[src/rtl/tp_mem_copy_ctrl_1024_32.sv]
// Word COPY/FILL engine for a 1024x32 two-port RAM: port A reads source words,
// port B writes destination words, one word per cycle in ascending address order.
module tp_mem_copy_ctrl_1024_32 (
  input  logic        clk,
  input  logic        rst_n,
  input  logic        start,
  input  logic        op,
  input  logic [9:0]  src_addr,
  input  logic [9:0]  dst_addr,
  input  logic [10:0] len,
  input  logic [31:0] fill_data,
  input  logic        abort,
  output logic        busy,
  output logic        done,
  output logic        aborted,
  output logic [10:0] words_done,
  output logic        mem_wen_a,
  output logic [9:0]  mem_addr_a,
  output logic [31:0] mem_din_a,
  input  logic [31:0] mem_dout_a,
  output logic        mem_wen_b,
  output logic [9:0]  mem_addr_b,
  output logic [31:0] mem_din_b
);

  localparam logic [1:0] StIdle  = 2'd0;
  localparam logic [1:0] StRun   = 2'd1;
  localparam logic [1:0] StDrain = 2'd2;
  localparam logic [1:0] StDone  = 2'd3;

  logic [1:0]  r_state;
  logic        r_op;
  logic [9:0]  r_src;
  logic [9:0]  r_dst;
  logic [10:0] r_len;
  logic [10:0] r_k;
  logic [10:0] r_words_done;
  logic [31:0] r_fill;
  logic        r_aborted;

  logic        w_run;
  logic        w_drain;
  logic        w_last;
  logic        w_wen_b;
  logic [9:0]  w_addr_a;
  logic [9:0]  w_addr_b;
  logic [31:0] w_din_b;

  // COPY writes lag reads by one cycle (registered RAM read); DRAIN sees r_k == len,
  // so the same dst + k - 1 expression covers the final write.
  always_comb begin
    w_run    = (r_state == StRun);
    w_drain  = (r_state == StDrain);
    w_last   = (r_k == r_len - 11'd1);
    w_wen_b  = 1'b0;
    w_addr_a = 10'd0;
    w_addr_b = 10'd0;
    w_din_b  = 32'd0;
    if (w_run && !r_op) begin
      w_addr_a = r_src + r_k[9:0];
    end
    if (w_run && r_op) begin
      w_wen_b  = 1'b1;
      w_addr_b = r_dst + r_k[9:0];
      w_din_b  = r_fill;
    end else if ((w_run && (r_k != 11'd0)) || w_drain) begin
      w_wen_b  = 1'b1;
      w_addr_b = r_dst + r_k[9:0] - 10'd1;
      w_din_b  = mem_dout_a;
    end
  end

  always_ff @(posedge clk or negedge rst_n) begin
    if (!rst_n) begin
      r_state      <= StIdle;
      r_op         <= 1'b0;
      r_src        <= 10'd0;
      r_dst        <= 10'd0;
      r_len        <= 11'd0;
      r_k          <= 11'd0;
      r_words_done <= 11'd0;
      r_fill       <= 32'd0;
      r_aborted    <= 1'b0;
    end else begin
      if (w_wen_b) begin
        r_words_done <= r_words_done + 11'd1;
      end
      case (r_state)
        StIdle: begin
          if (start) begin
            r_op         <= op;
            r_src        <= src_addr;
            r_dst        <= dst_addr;
            r_len        <= len;
            r_fill       <= fill_data;
            r_k          <= 11'd0;
            r_words_done <= 11'd0;
            r_aborted    <= 1'b0;
            r_state      <= (len == 11'd0) ? StDone : StRun;
          end
        end
        StRun: begin
          r_k <= r_k + 11'd1;
          if (abort) begin
            r_state   <= StDone;
            r_aborted <= 1'b1;
          end else if (w_last) begin
            r_state <= r_op ? StDone : StDrain;
          end
        end
        StDrain: begin
          r_state <= StDone;
          if (abort) begin
            r_aborted <= 1'b1;
          end
        end
        StDone:  r_state <= StIdle;
        default: r_state <= StIdle;
      endcase
    end
  end

  assign busy       = w_run || w_drain;
  assign done       = (r_state == StDone);
  assign aborted    = r_aborted;
  assign words_done = r_words_done;
  assign mem_wen_a  = 1'b0;
  assign mem_addr_a = w_addr_a;
  assign mem_din_a  = 32'd0;
  assign mem_wen_b  = w_wen_b;
  assign mem_addr_b = w_addr_b;
  assign mem_din_b  = w_din_b;

endmodule
[config.mk]
export PLATFORM = sky130hd
export DESIGN_NAME = tp_mem_copy_ctrl_1024_32
export DESIGN_NICKNAME = d
export VERILOG_FILES = /design/src/rtl/tp_mem_copy_ctrl_1024_32.sv
export SDC_FILE = /design/constraint.sdc
export NUM_CORES = 1
export LEC_CHECK = 0
export BUFFER_PORTS_ARGS = -buffer_cell sky130_fd_sc_hd__buf_2
export CORE_ASPECT_RATIO = 1.25
export CORE_MARGIN = 2
export CORE_UTILIZATION = 35
export CTS_BUF_LIST = sky130_fd_sc_hd__clkbuf_8
export CTS_CLUSTER_SIZE = 12
export DETAILED_ROUTE_END_ITERATION = 16
export PLACE_DENSITY = 0.62
export SLEW_MARGIN = 30
export SYNTH_ARGS = -nofsm -noshare
export SYNTH_HDL_FRONTEND = slang
export SYNTH_SLANG_ARGS = --single-unit
export TNS_END_PERCENT = 20
[constraint.sdc]
create_clock -name clk -period 4.1 [get_ports clk]
set_input_delay 0.41 -clock clk [delete_from_list [all_inputs] [get_ports clk]]
set_output_delay 0.41 -clock clk [all_outputs]
set_load 0.01 [all_outputs]
==> results of run 1 <==
## flip-flops by register name, indices dropped and copies added, names as in the netlist
register,cells
aborted,1
r_k,11
r_src,10
words_done,11
r_state,2
r_fill,32
r_dst,10
r_op,1
r_len,11
## worst min path at each step
stage / from / end / slack [ns]
global route: rst_n / r_len[9] / 0.18
finish: rst_n / r_len[9] / 0.11
floorplan: rst_n / aborted / 0.11
global placement: r_fill[3] / r_fill[3] / 0.46
CTS: rst_n / words_done[10] / 0.15
detailed placement: r_fill[3] / r_fill[3] / 0.46
## synth_stat cells, drive strengths merged, types with 2 or more instances
cell type,instances
fa,2
nor2,54
nor4b,4
nand3,12
nand3b,2
o21bai,3
and4b,2
ha,27
nand2,205
xor2,27
a21oi,18
o22ai,2
nor4,7
nor3,10
a31oi,2
inv,15
a22o,33
o21a,2
a21o,5
mux2i,3
and4,3
clkbuf,28
nand2b,6
o21ai,16
and3,5
dfrtp,89
nand4,6
a211o,3
buf,35
and2,2
xnor2,21
a31o,3
nor2b,5
or4,2
a211oi,4
## final cells by class
cell class	count	area, um2	area share [%]
sequential	89	2230	32.5
clock buffer	9	124	1.80
multi-input combinational	546	3160	46.0
timing repair buffer	174	893	13.0
inverter	15	56.3	0.820
tap	216	270	3.94
clock inverter	7	135	1.97
## kinds of logic (layout without fill, tap and decap cells)
logic type	Yosys count	after routing	share of synthesized area [%]
AOI/OAI and AO/OA	102	102	13.1
muxes	3	3	0.529
DFF	89	89	39.3
and+or+nand+nor	331	331	25.6
adders and majority gates	29	29	6.66
buffers and inverters	78	205	7.37
xor gates and xnor gates	48	48	7.41
other	1	33	0.0661
## routing by layer
metal	up-vias	share of wire, %
li1	2536	-
met5	-	0
met1	2287	42
met2	150	51
met3	20	4.8
met4	0	2.2
## worst max-delay path: stages, from the launching register on
cell,delay [ns]
dfrtp_1,0.46
ha_1,0.26
fa_1,0.42
a211oi_1,0.38
or2_2,0.21
o311ai_1,0.14
nor4b_2,0.38
a31o_2,0.22
a21oi_1,0.06
nor3b_1,0.18
buf_2,0.16
## power breakdown
part,total (mW),internal [mW],switching (mW)
clock network,0.784,0.463,0.322
logic,2.49,1.04,1.45
registers,1.54,1.22,0.321
==> results_dict.tcl, run 1 <==
set metrics [dict create \
    status "finished, final reports clean" \
    clock_latency_ns 0.36 \
    grt-ovfl-total 0 \
    clockBufferDepth 2 \
    worst_pin_slew_ns 0.766 \
    post-dp-hpwl_mm 11.4 \
    synth_ff_type "dfrtp_1" \
    h-tree-depth 3 \
    ys_warn_count 0 \
    post_cts_buffers 0 \
    synth_top_cell_area_share_pct 39.3 \
    final.min_clock_period_ns 3.65 \
    n_antenna_cell 0 \
    r2r.worst_path.cells 9 \
    initial_core_util_pct 35.4 \
    use_met2_pct 31.6 \
    dpl.cell_count 1040 \
    yosysTopAreaCell "dfrtp_1" \
    drt_pass1_iterations 4 \
    worst_slack_ns 0.447 \
    cp-start-kind "register" \
    grt_pass1_wl_mm 24.7 \
    die_x_um 118 \
    synth-seq-cells 89 \
    cts_tree "yes" \
    synth-seq-area-share_pct 39.3 \
    slew_viol_final 0 \
    synthCells 681 \
    max_freq_mhz 274 \
    cts_resized 0 \
    drt_wl_total_mm 14.9 \
    slew_headroom_pct 49.0 \
    post-place-ws_ns 0.866 \
    rsz0062_at_grt "no" \
    synth-edff-count 0 \
    syn_avg_cell_area_um2 8.33 \
    p_leak_nw 3.72 \
    rrSetupSlack_ns 1.32 \
    regToRegEndpoint "r_state[1]" \
    synthArstFlopShare_pct 100 \
    hold_slack_ns 0.105 \
    grt_util_all_layers_pct 17.5 \
    period_share_pct 89.1 \
    ant_nets 0 \
    finalNetCount 964 \
    drv_cap 0 \
    drc 0 \
    drive_above_1_share_pct 23.8 \
    antenna_found_initial 0 \
    final_cell_mix "nand2_1, buf_2, dfrtp_1" \
    dieArea_um2 17200 \
    avgRoutedWirePerCell_um 14.1 \
    core_area_um2 16000 \
    finalClockSkew_ns 0.0120 \
    drt_iter0_markers 231 \
    final_common_cell "nand2_1" \
    critPathKind "register to output port" \
    io_pins 200 \
    top_usage_layer "met2" \
    setup_viol_count_final 0 \
    syn_area_um2 5670 \
    required_ns 3.69 \
    synth_area_leaders "dfrtp_1, nand2_1, ha_1" \
    pwr_density_cell_nw_per_um2 701 \
    ctsHoldBuffers 0 \
    cts_made_buffers 9 \
    routabilityCongestion 0.863 \
    peakVddDrop_mv 0.258 \
    die_h_um 146 \
    utilization_pct 42.9 \
    cts.sinks 89 \
    power_mw 4.81 \
    path_clk_slew_ns 0.09 \
    area_growth_pct 21.0 \
    hp-class "primary input to asynchronous set/reset pin" \
    grt_max_degree 61 \
    portBuffers 166 \
    cp-startpoint "r_k[0]" \
    viasPerCell 4.73 \
    crit_fanout 6 \
    end_kind "output port" \
    ys_types 58 \
    postPlaceCellArea_um2 6600 \
    worstReg2RegStart "r_len[0]" \
    cts_root_buffer "clkbuf_8" \
    hold_viol_final 0 \
    row_count 52 \
    fillers 1702 \
    arrival_ns 3.24 \
    grt_use_met1_pct 21.0 \
    vias 4993 \
    grt_pass1_vias 5004 \
    tns_ns 0 \
    crit_path_end "mem_addr_b[9]" \
    fin_area_um2 6860 \
    stdcell_count 1056 \
    grt_use_met3_pct 2.97 \
]
No activity file was read; power rests on OpenSTA's default activity.
==> run 2: changes to the inputs <==
--- a/config.mk
+++ b/config.mk
@@ -5,14 +5,14 @@
 export SDC_FILE = /design/constraint.sdc
 export NUM_CORES = 1
 export LEC_CHECK = 0
-export BUFFER_PORTS_ARGS = -buffer_cell sky130_fd_sc_hd__buf_2
 export CORE_ASPECT_RATIO = 1.25
 export CORE_MARGIN = 2
 export CORE_UTILIZATION = 35
 export CTS_BUF_LIST = sky130_fd_sc_hd__clkbuf_8
 export CTS_CLUSTER_SIZE = 12
 export DETAILED_ROUTE_END_ITERATION = 16
-export PLACE_DENSITY = 0.62
+export DONT_BUFFER_PORTS = 1
+export PLACE_DENSITY = 0.51
 export SLEW_MARGIN = 30
 export SYNTH_ARGS = -nofsm -noshare
 export SYNTH_HDL_FRONTEND = slang
==> results_dict.tcl, run 2 (synthesis results as in run 1) <==
set metrics [dict create \
    final_cell_mix "nand2_1, dfrtp_1, nor2_1" \
    initial_core_util_pct 35.4 \
    p_leak_nw 2.96 \
    h-tree-depth 3 \
    n_antenna_cell 0 \
    die_h_um 146 \
    hold_slack_ns 0.127 \
    r2r.worst_path.cells 9 \
    finalClockSkew_ns 0.0122 \
    hold_viol_final 0 \
    final.min_clock_period_ns 3.65 \
    vias 4592 \
    viasPerCell 5.17 \
    cp-start-kind "register" \
    cts_made_buffers 9 \
    max_freq_mhz 274 \
    critPathKind "register to output port" \
    drc 0 \
    grt_util_all_layers_pct 17.0 \
    clock_latency_ns 0.38 \
    grt_pass1_wl_mm 23.2 \
    fillers 1685 \
    status "finished, final reports clean" \
    largest_reg_flops 32 \
    final_common_cell "nand2_1" \
    end_kind "output port" \
    seq_area_um2 2230 \
    min_path_cells 2 \
    critPathSlowestCell "dfrtp_1" \
    finalNetCount 797 \
    largest_register "r_fill" \
    setup_viol_count_final 0 \
    grt_pass1_vias 4554 \
    row_count 52 \
    post-dp-hpwl_mm 10.5 \
    grt-ovfl-total 0 \
    crit_fanout 6 \
    ant_nets 0 \
    required_ns 3.69 \
    power_mw 4.29 \
    dieArea_um2 17200 \
    pwr_density_cell_nw_per_um2 719 \
    rsz0062_at_grt "no" \
    slowest_delay_ns 0.46 \
    worst_slack_ns 0.452 \
    grt_max_degree 90 \
    worst_pin_slew_ns 0.713 \
    cts_tree "yes" \
    clockBufferDepth 2 \
    path_cells "ha_1, fa_1, a211oi_2, or2_2, o311ai_1, nor4b_2, a31o_2, a21oi_1, nor3b_1" \
    avgRoutedWirePerCell_um 16.3 \
    antenna_found_initial 0 \
    multi_input_area_um2 3160 \
    crit_buf_inv 0 \
    slew_headroom_pct 52.3 \
    io_pins 200 \
    postPlaceCellArea_um2 5750 \
    drt_iter0_markers 179 \
    drv_cap 0 \
    peakVddDrop_mv 0.234 \
    cts_root_buffer "clkbuf_8" \
    die_x_um 118 \
    routabilityCongestion 0.815 \
    drive_above_1_share_pct 5.05 \
    fin_area_um2 5970 \
    area_growth_pct 5.23 \
    post-place-ws_ns 0.718 \
    drt_pass1_iterations 4 \
    hp-class "primary input to register" \
    portBuffers 0 \
    slew_viol_final 0 \
    crit_cells 9 \
    cts.sinks 89 \
    tns_ns 0 \
    drt_wl_total_mm 14.5 \
    period_share_pct 89.0 \
    arrival_ns 3.24 \
    cp_top_family "simple AND/OR/NAND/NOR gates" \
    core_area_um2 16000 \
    path_clk_slew_ns 0.10 \
]
[run 2: changes by cell type in the layout (fill, tap and decap cells not counted), sizes merged]
cell and delta:
clkinv +3, bufinv -4, buf -168, dlygate4sd3 +1, inv +1
[run 2: path summary, 6_finish.rpt]
path	start	endpoint	slack (ns)
max	r_k[0]	mem_addr_b[9]	0.45
min	fill_data[20]	r_fill[20]	0.13
max reg2reg	r_len[0]	r_state[1]	1.22
min reg2reg	r_fill[16]	r_fill[16]	0.48
max in group asynchronous	rst_n	r_src[3]	3.16
min in group asynchronous	rst_n	words_done[4]	0.58
[run 2: metrics by stage]
stage          instances  utilization, %
2_1_floorplan        713               -
3_3_place_gp         871            35.9
3_5_place_dp         871            35.9
4_1_cts              889            37.3
5_1_grt              889            37.3
6_report             889            37.3
[run 2: worst register-to-register path, delay by kind of cell, from the launching register on]
family          cells  cell delay [ns]
flops               1             0.43
simple gates        3             1.12
compound gates      4             0.93
buf+inv             1             0.10
fa+ha+maj           1             0.20
[run 2: layer usage]
layer	wire, um	GRT usage (%)	vias up
li1	-	-	2197
met1	5760	19.0	2173
met2	7200	29.4	188
met3	1090	5.00	34
met4	467	8.37	0
met5	0	0	-
[run 2: layout make-up]
type                       count  share of cell area [%]
multi-input combinational    546                    53.0
timing repair buffer           7                    1.26
clock inverter                 7                   0.922
clock buffer                   9                    2.08
tap                          216                    4.53
sequential                    89                    37.3
inverter                      15                   0.943
[run 2: power breakdown]
part,switching (mW),internal (mW)
clock network,0.347,0.226
registers,0.346,1.22
logic,1.34,0.813
[run 2: timing repair]
| item | 4_1_cts | 5_1_grt |
|---|---|---|
| resized for setup | 0 | 1 |
| hold buffers | 2 | 0 |
| endpoints found under the setup margin | 0 | 1 |
| buffers inserted | 0 | 0 |
| hold endpoints to repair | 89 | 0 |
